--- src/rtl/trap_pkg.sv ---
`default_nettype none
// ============================================================================
// Module   : trap_pkg
// Brief    : FSM encoding, interrupt cause codes and mie bit positions.
// Revision : 1.0 - initial release
// ============================================================================
package trap_pkg;

  localparam logic [1:0] ST_IDLE  = 2'd0;
  localparam logic [1:0] ST_DRAIN = 2'd1;
  localparam logic [1:0] ST_TAKE  = 2'd2;
  localparam logic [1:0] ST_FLUSH = 2'd3;

  localparam logic [31:0] CAUSE_MEI = 32'h8000_000B;
  localparam logic [31:0] CAUSE_MSI = 32'h8000_0003;
  localparam logic [31:0] CAUSE_MTI = 32'h8000_0007;

  localparam int MIE_MEI_BIT = 11;
  localparam int MIE_MSI_BIT = 3;
  localparam int MIE_MTI_BIT = 7;

  typedef struct packed {
    logic mei;
    logic msi;
    logic mti;
  } irq_vec_t;

  // Priority MEI > MSI > MTI over the already-enabled interrupt set.
  function automatic logic [31:0] irq_cause(input irq_vec_t act);
    logic [31:0] cause;
    cause = '0;
    if (act.mei)      cause = CAUSE_MEI;
    else if (act.msi) cause = CAUSE_MSI;
    else if (act.mti) cause = CAUSE_MTI;
    return cause;
  endfunction

endpackage
`default_nettype wire

--- src/rtl/trap_ctrl_if.sv ---
`default_nettype none
// ============================================================================
// Module   : trap_ctrl_if
// Brief    : Pipeline/CSR-facing signal bundle of trap_ctrl.
// Revision : 1.0 - initial release
// ============================================================================
interface trap_ctrl_if;
  logic        xint_meip_i;
  logic        xint_mtip_i;
  logic        xint_msip_i;
  logic [31:0] mie_i;
  logic        mstatus_mie_i;
  logic        exc_i;
  logic [31:0] exc_ret_addr_i;
  logic        pipe_empty_i;
  logic        mem_busy_i;
  logic [31:0] next_pc_i;
  logic        stall_o;
  logic        flush_o;
  logic        pc_redirect_o;
  logic [31:0] pc_target_o;
  logic        int_take_o;
  logic [31:0] int_cause_o;
  logic [31:0] int_epc_o;
  logic        drain_timeout_o;
  logic        busy_o;

  modport slave (
    input  xint_meip_i, xint_mtip_i, xint_msip_i, mie_i, mstatus_mie_i,
           exc_i, exc_ret_addr_i, pipe_empty_i, mem_busy_i, next_pc_i,
    output stall_o, flush_o, pc_redirect_o, pc_target_o, int_take_o,
           int_cause_o, int_epc_o, drain_timeout_o, busy_o
  );

  modport master (
    output xint_meip_i, xint_mtip_i, xint_msip_i, mie_i, mstatus_mie_i,
           exc_i, exc_ret_addr_i, pipe_empty_i, mem_busy_i, next_pc_i,
    input  stall_o, flush_o, pc_redirect_o, pc_target_o, int_take_o,
           int_cause_o, int_epc_o, drain_timeout_o, busy_o
  );
endinterface
`default_nettype wire

--- src/rtl/irq_sync.sv ---
`default_nettype none
// ============================================================================
// Module   : irq_sync
// Brief    : 3-bit two-flop synchronizer for the machine interrupt lines.
// Revision : 1.0 - initial release
// ============================================================================
module irq_sync (
  input  logic       clk,
  input  logic       rst,
  input  logic [2:0] din,
  output logic [2:0] dout
);
  logic [2:0] r_meta;
  logic [2:0] r_sync;

  always_ff @(posedge clk) begin
    if (rst) begin
      r_meta <= '0;
      r_sync <= '0;
    end else begin
      r_meta <= din;
      r_sync <= r_meta;
    end
  end

  assign dout = r_sync;
endmodule
`default_nettype wire

--- src/rtl/trap_ctrl.sv ---
`default_nettype none
// ============================================================================
// Module   : trap_ctrl
// Brief    : Sequences trap entry/return (exceptions, xRET, M-mode irqs).
//            Macro TRAP_IRQ_SYNC_EN adds a 2-flop synchronizer on xint_*.
// Revision : 1.0 - initial release
// ============================================================================
module trap_ctrl
  import trap_pkg::*;
#(
  parameter int DRAIN_TIMEOUT = 64,
  parameter int CNT_W         = 8
) (
  input  logic        clk_i,
  input  logic        rst_i,
  trap_ctrl_if.slave  bus
);
  localparam logic [CNT_W-1:0] c_drain_last = CNT_W'(DRAIN_TIMEOUT - 1);

  logic [2:0]       w_irq_raw;
  logic [2:0]       w_irq;
  irq_vec_t         w_act;
  logic             w_pend;
  logic             w_drained;
  logic             w_unused_mie;

  logic [1:0]       r_state;
  logic [CNT_W-1:0] r_cnt;
  logic [31:0]      r_target;
  logic [31:0]      r_cause;
  logic [31:0]      r_epc;

  assign w_irq_raw = {bus.xint_meip_i, bus.xint_msip_i, bus.xint_mtip_i};

`ifdef TRAP_IRQ_SYNC_EN
  irq_sync u_irq_sync (
    .clk  (clk_i),
    .rst  (rst_i),
    .din  (w_irq_raw),
    .dout (w_irq)
  );
`else
  assign w_irq = w_irq_raw;
`endif

  assign w_act = irq_vec_t'(w_irq & {bus.mie_i[MIE_MEI_BIT],
                                     bus.mie_i[MIE_MSI_BIT],
                                     bus.mie_i[MIE_MTI_BIT]});
  assign w_pend    = bus.mstatus_mie_i & (|w_act);
  assign w_drained = bus.pipe_empty_i & ~bus.mem_busy_i;

  assign w_unused_mie = ^{bus.mie_i[31:12], bus.mie_i[10:8],
                          bus.mie_i[6:4], bus.mie_i[2:0]};

  always_ff @(posedge clk_i) begin
    if (rst_i) begin
      r_state  <= ST_IDLE;
      r_cnt    <= '0;
      r_target <= '0;
      r_cause  <= '0;
      r_epc    <= '0;
    end else begin
      case (r_state)
        ST_IDLE: begin
          if (bus.exc_i) begin
            r_target <= bus.exc_ret_addr_i;
            r_state  <= ST_FLUSH;
          end else if (w_pend) begin
            r_cnt   <= '0;
            r_state <= ST_DRAIN;
          end
        end
        ST_DRAIN: begin
          if (r_cnt != '1) r_cnt <= r_cnt + 1'b1;
          // An older faulting instruction wins; the irq is re-evaluated from IDLE.
          if (bus.exc_i) begin
            r_target <= bus.exc_ret_addr_i;
            r_state  <= ST_FLUSH;
          end else if (!w_pend) begin
            r_state <= ST_IDLE;
          end else if (w_drained) begin
            r_cause <= irq_cause(w_act);
            r_epc   <= bus.next_pc_i;
            r_state <= ST_TAKE;
          end
        end
        ST_TAKE: begin
          r_target <= bus.exc_ret_addr_i;
          r_state  <= ST_FLUSH;
        end
        ST_FLUSH: r_state <= ST_IDLE;
        default:  r_state <= ST_IDLE;
      endcase
    end
  end

  assign bus.busy_o          = (r_state != ST_IDLE);
  assign bus.stall_o         = (r_state != ST_IDLE);
  assign bus.flush_o         = (r_state == ST_FLUSH);
  assign bus.pc_redirect_o   = (r_state == ST_FLUSH);
  assign bus.pc_target_o     = (r_state == ST_FLUSH) ? r_target : '0;
  assign bus.int_take_o      = (r_state == ST_TAKE) & ~bus.exc_i;
  assign bus.int_cause_o     = (r_state == ST_TAKE) ? r_cause : '0;
  assign bus.int_epc_o       = (r_state == ST_TAKE) ? r_epc : '0;
  assign bus.drain_timeout_o = (r_state == ST_DRAIN) && (r_cnt == c_drain_last);
endmodule
`default_nettype wire

--- src/flat_wrapper.sv ---
// flat-port wrapper written by rule: the top's interface ports become plain ports
module trap_ctrl_flat import trap_pkg::*;
#(
  parameter int DRAIN_TIMEOUT = 64,
  parameter int CNT_W         = 8
)
  (clk_i, rst_i, bus_xint_meip_i, bus_xint_mtip_i, bus_xint_msip_i, bus_mie_i, bus_mstatus_mie_i, bus_exc_i, bus_exc_ret_addr_i, bus_pipe_empty_i, bus_mem_busy_i, bus_next_pc_i, bus_stall_o, bus_flush_o, bus_pc_redirect_o, bus_pc_target_o, bus_int_take_o, bus_int_cause_o, bus_int_epc_o, bus_drain_timeout_o, bus_busy_o);
  trap_ctrl_if bus_i ();
  input  logic clk_i;
  input  logic rst_i;
  input wire logic [$bits(bus_i.xint_meip_i)-1:0] bus_xint_meip_i;
  input wire logic [$bits(bus_i.xint_mtip_i)-1:0] bus_xint_mtip_i;
  input wire logic [$bits(bus_i.xint_msip_i)-1:0] bus_xint_msip_i;
  input wire logic [$bits(bus_i.mie_i)-1:0] bus_mie_i;
  input wire logic [$bits(bus_i.mstatus_mie_i)-1:0] bus_mstatus_mie_i;
  input wire logic [$bits(bus_i.exc_i)-1:0] bus_exc_i;
  input wire logic [$bits(bus_i.exc_ret_addr_i)-1:0] bus_exc_ret_addr_i;
  input wire logic [$bits(bus_i.pipe_empty_i)-1:0] bus_pipe_empty_i;
  input wire logic [$bits(bus_i.mem_busy_i)-1:0] bus_mem_busy_i;
  input wire logic [$bits(bus_i.next_pc_i)-1:0] bus_next_pc_i;
  output wire logic [$bits(bus_i.stall_o)-1:0] bus_stall_o;
  output wire logic [$bits(bus_i.flush_o)-1:0] bus_flush_o;
  output wire logic [$bits(bus_i.pc_redirect_o)-1:0] bus_pc_redirect_o;
  output wire logic [$bits(bus_i.pc_target_o)-1:0] bus_pc_target_o;
  output wire logic [$bits(bus_i.int_take_o)-1:0] bus_int_take_o;
  output wire logic [$bits(bus_i.int_cause_o)-1:0] bus_int_cause_o;
  output wire logic [$bits(bus_i.int_epc_o)-1:0] bus_int_epc_o;
  output wire logic [$bits(bus_i.drain_timeout_o)-1:0] bus_drain_timeout_o;
  output wire logic [$bits(bus_i.busy_o)-1:0] bus_busy_o;
  assign bus_i.xint_meip_i = bus_xint_meip_i;
  assign bus_i.xint_mtip_i = bus_xint_mtip_i;
  assign bus_i.xint_msip_i = bus_xint_msip_i;
  assign bus_i.mie_i = bus_mie_i;
  assign bus_i.mstatus_mie_i = bus_mstatus_mie_i;
  assign bus_i.exc_i = bus_exc_i;
  assign bus_i.exc_ret_addr_i = bus_exc_ret_addr_i;
  assign bus_i.pipe_empty_i = bus_pipe_empty_i;
  assign bus_i.mem_busy_i = bus_mem_busy_i;
  assign bus_i.next_pc_i = bus_next_pc_i;
  assign bus_stall_o = bus_i.stall_o;
  assign bus_flush_o = bus_i.flush_o;
  assign bus_pc_redirect_o = bus_i.pc_redirect_o;
  assign bus_pc_target_o = bus_i.pc_target_o;
  assign bus_int_take_o = bus_i.int_take_o;
  assign bus_int_cause_o = bus_i.int_cause_o;
  assign bus_int_epc_o = bus_i.int_epc_o;
  assign bus_drain_timeout_o = bus_i.drain_timeout_o;
  assign bus_busy_o = bus_i.busy_o;
  trap_ctrl #(.DRAIN_TIMEOUT(DRAIN_TIMEOUT), .CNT_W(CNT_W)) u_core (.clk_i(clk_i), .rst_i(rst_i), .bus(bus_i));
endmodule
--- config.mk ---
export PLATFORM = sky130hd
export DESIGN_NAME = trap_ctrl_flat
export DESIGN_NICKNAME = d
export VERILOG_FILES = /design/src/rtl/trap_pkg.sv /design/src/rtl/trap_ctrl_if.sv /design/src/rtl/irq_sync.sv /design/src/rtl/trap_ctrl.sv /design/src/flat_wrapper.sv
export SDC_FILE = /design/constraint.sdc
export NUM_CORES = 1
export LEC_CHECK = 0
export BUFFER_PORTS_ARGS = -buffer_cell sky130_fd_sc_hd__buf_2
export CAP_MARGIN = 20
export CORE_ASPECT_RATIO = 1.2
export CORE_MARGIN = 4
export CORE_UTILIZATION = 40
export CTS_CLUSTER_DIAMETER = 80
export CTS_CLUSTER_SIZE = 12
export DETAILED_ROUTE_END_ITERATION = 10
export MAX_ROUTING_LAYER = met4
export PLACE_DENSITY = 0.83
export SLEW_MARGIN = 20
export SYNTH_ARGS = -nofsm -noshare
export SYNTH_HDL_FRONTEND = slang
export SYNTH_HIERARCHICAL = 1
export SYNTH_SLANG_ARGS = --single-unit
--- constraint.sdc ---
create_clock -name clk_i -period 1.4 [get_ports clk_i]
set_input_delay 0.07 -clock clk_i [delete_from_list [all_inputs] [get_ports clk_i]]
set_output_delay 0.07 -clock clk_i [all_outputs]
set_load 0.01 [all_outputs]
==> out/metrics.csv <==
metric;value;unit
ys_top_cells_by_area;dfxtp_1 43%, mux2i_1 8.9%, nand2_1 7.0%, buf_4 6.4%, and2_1 6.4%;
power-per-cell-area;879;nW/um^2
async_flop_share;0;
finalCritPeriodShare;1.19;
gr-total-overflow;0;
die_w;94.8;um
hold_viol_final;0;
synthesis.area;3610;sq um
reg2reg_slack;-0.27;ns
fin_worst_skew;0.00789;ns
synth_edf_count;0;
num_vias;3960;
clockBufferDepth;2;
start_util;0.415;
slowest_stage;dfxtp_2;
synth.largest_area_cell;dfxtp_1;
rows;37;
grt_pass1_vias;3914;
finalWirelength;13.5;mm
p_total;5.25;mW
syn_to_final_growth;65.3;%
final_common_cell;buf_2;
crit_arrival;1.89;ns
critPathKind;reg -> reg;
cp_max_fo;5;
hold_path_class;in -> reg;
clk_latency;0.34;ns
synth_seq_cells;77;
cp_cell_sequence;nand4bb_4, nor4b_4, buf_4, buf_8, mux2i_1, nor2_1;
core;8700;sq um
ir_worst_vdd;0.607;mV
drt_iter0_drc;194;
yosysUniqueCellTypes;42;
hpwl;6.86;mm
portBuffers;150;
finalSetupViolCount;150;
via_per_inst;5.03;
yosysSeqAreaShare;0.427;
pin_count;207;
worst_r2r_path_depth;6;
leakagePower;2.79;nW
antenna_found_initial;0;
antenna_left;0;
grt_max_degree;50;
status;complete, but fails checks;
final_cells;787;
finalMaxSlewViolations;0;
synth.top_cell.area_share;0.427;
worstPathRequired;1.62;ns
antenna_cells;0;
regToRegStartpoint;u_core/r_state[1]$_SDFFE_PP0P_;
ys_warn_count;6;
worst_setup_path_end_kind;flop;
finalSetupTns;-18.73;ns
final_layout_size_suffix_gt1_frac;0.400;
htree_levels;3;
rsz0062_at_grt;true;
timing.rr.end;u_core/r_epc[23]$_SDFFE_PP0P_;
grt_pass1_wl;18.5;mm
violations;setup timing;
final_cell_mix;147 x buf_2, 73 x dfxtp_1, 65 x dlygate4sd3_1, 65 x nand2_1, 37 x nor2_1;
drv_cap;0;
cts.sinks;77;
crit_end;u_core/r_epc[23]$_SDFFE_PP0P_;
layout.nets;771;
firstDrtPassIters;6;
timing.fmax;600;MHz
place_inst;681;
postSynthCellCount;429;
cts_root_buffer;clkbuf_8;
cp-start-kind;flop;
die_area;10600;sq um
wl_per_cell;17.2;um
timing.critical_path.slowest_cell_delay;0.33;ns
post-route-min-period;1.67;ns
die_y;112;um
setup_ws;-0.268;ns
syn_area_per_cell;8.42;sq um
crit_start;u_core/r_state[1]$_SDFFE_PP0P_;
gp_congestion;0.837;
numCtsBuffers;9;
tritoncts;built;
drc_errors;0;
clkSlewWorstSetupHoldPaths;0.08;ns
grt_usage;0.225;
synth-main-ff-cell;dfxtp_1;
cell type report:
class                           instances  area [sq um]
Tap cell                              117           146
Inverter                                1          3.75
Multi-Input combinational cell        316          2020
Clock inverter                          6          86.3
Clock buffer                           10           138
Fill cell                             609          2730
Sequential cell                        77          1550
Timing Repair Buffer                  260          2030
cells by family after synthesis:
| kind of cell | share of synthesized area |
|---|---|
| AO/OA/AOI/OAI | 0.0873 |
| XOR/XNOR | 0.00485 |
| adder cells (fa/ha/maj) | 0.00346 |
| buffers and inverters | 0.113 |
| flip-flops | 0.427 |
| multiplexers | 0.0887 |
| other | 0.00104 |
| AND/OR/NAND/NOR | 0.275 |
per-layer routing:
layer	routed length [um]	track usage	vias to the layer above
met2	7180	0.398	202
li1	-	-	1849
met3	1040	0.0563	27
met5	0	-	-
met4	263	0.0780	0
met1	5010	0.241	1882
power breakdown:
part | internal [mW] | switching, mW
clock | 1.05 | 0.828
sequential | 2.28 | 0.0492
combinational | 0.529 | 0.513
total | 3.86 | 1.39
worst max-delay path, delay by kind of cell (launching register included):
| kind | cells | cell delay, ns |
|---|---|---|
| buffers and inverters | 2 | 0.33 |
| flip-flops | 1 | 0.33 |
| multiplexers | 1 | 0.26 |
| AND/OR/NAND/NOR | 3 | 0.62 |
synth_stat cells (2+ instances only):
library cell,count
buf_8,2
o21ai_0,4
nand2b_1,4
o211ai_1,2
clkbuf_1,16
and3_1,34
or2_2,2
and2_1,37
nand3_1,2
a311oi_1,2
nand4_1,4
or3_1,3
nor3_1,2
dfxtp_1,77
a21oi_1,39
buf_2,9
nand2_1,67
buf_4,31
nor2_1,38
mux2i_1,32
state kept, by name, summed over array words and instances, names as in the netlist:
name / count
u_core/r_cause: 3
u_core/r_state: 2
u_core/r_epc: 32
u_core/r_cnt: 8
u_core/r_target: 32
what timing repair did:
| action | in CTS | in global routing |
|---|---|---|
| hold buffers | 65 | 0 |
| buffers inserted | 2 | 11 |
| gates resized for setup | 26 | 56 |
| pin swaps | 8 | 17 |
| cloned | 3 | 9 |
| hold endpoints to repair | 65 | 0 |
| setup endpoints to repair | 129 | 151 |
how the worst min path moves through the flow:
stage	to	cells after the start	slack (ns)	startpoint
CTS	u_core/r_cause[2]$_SDFFE_PP0P_	3	0.004	bus_xint_mtip_i
global route	u_core/r_cause[2]$_SDFFE_PP0P_	3	0.008	bus_xint_mtip_i
floorplan	bus_int_take_o	1	0.19	bus_exc_i
finish	u_core/r_cause[2]$_SDFFE_PP0P_	3	0.03	bus_xint_mtip_i
global placement	u_core/r_epc[5]$_SDFFE_PP0P_	3	0.30	bus_next_pc_i[5]
detailed placement	u_core/r_epc[17]$_SDFFE_PP0P_	3	0.31	bus_next_pc_i[17]
metrics by stage:
stage	util	cell area, sq um	setup slack (ns)	hold slack [ns]
6_report	0.686	5970	-0.268	0.0319
5_1_grt	0.686	5970	-0.298	0.00777
4_1_cts	0.630	5480	-0.168	0.00388
3_5_place_dp	0.509	4430	-0.161	0.314
3_3_place_gp	0.509	4430	-0.0871	0.302
2_1_floorplan	-	3710	-0.0212	0.187
Note: power is estimated with default switching activity, not from simulation.
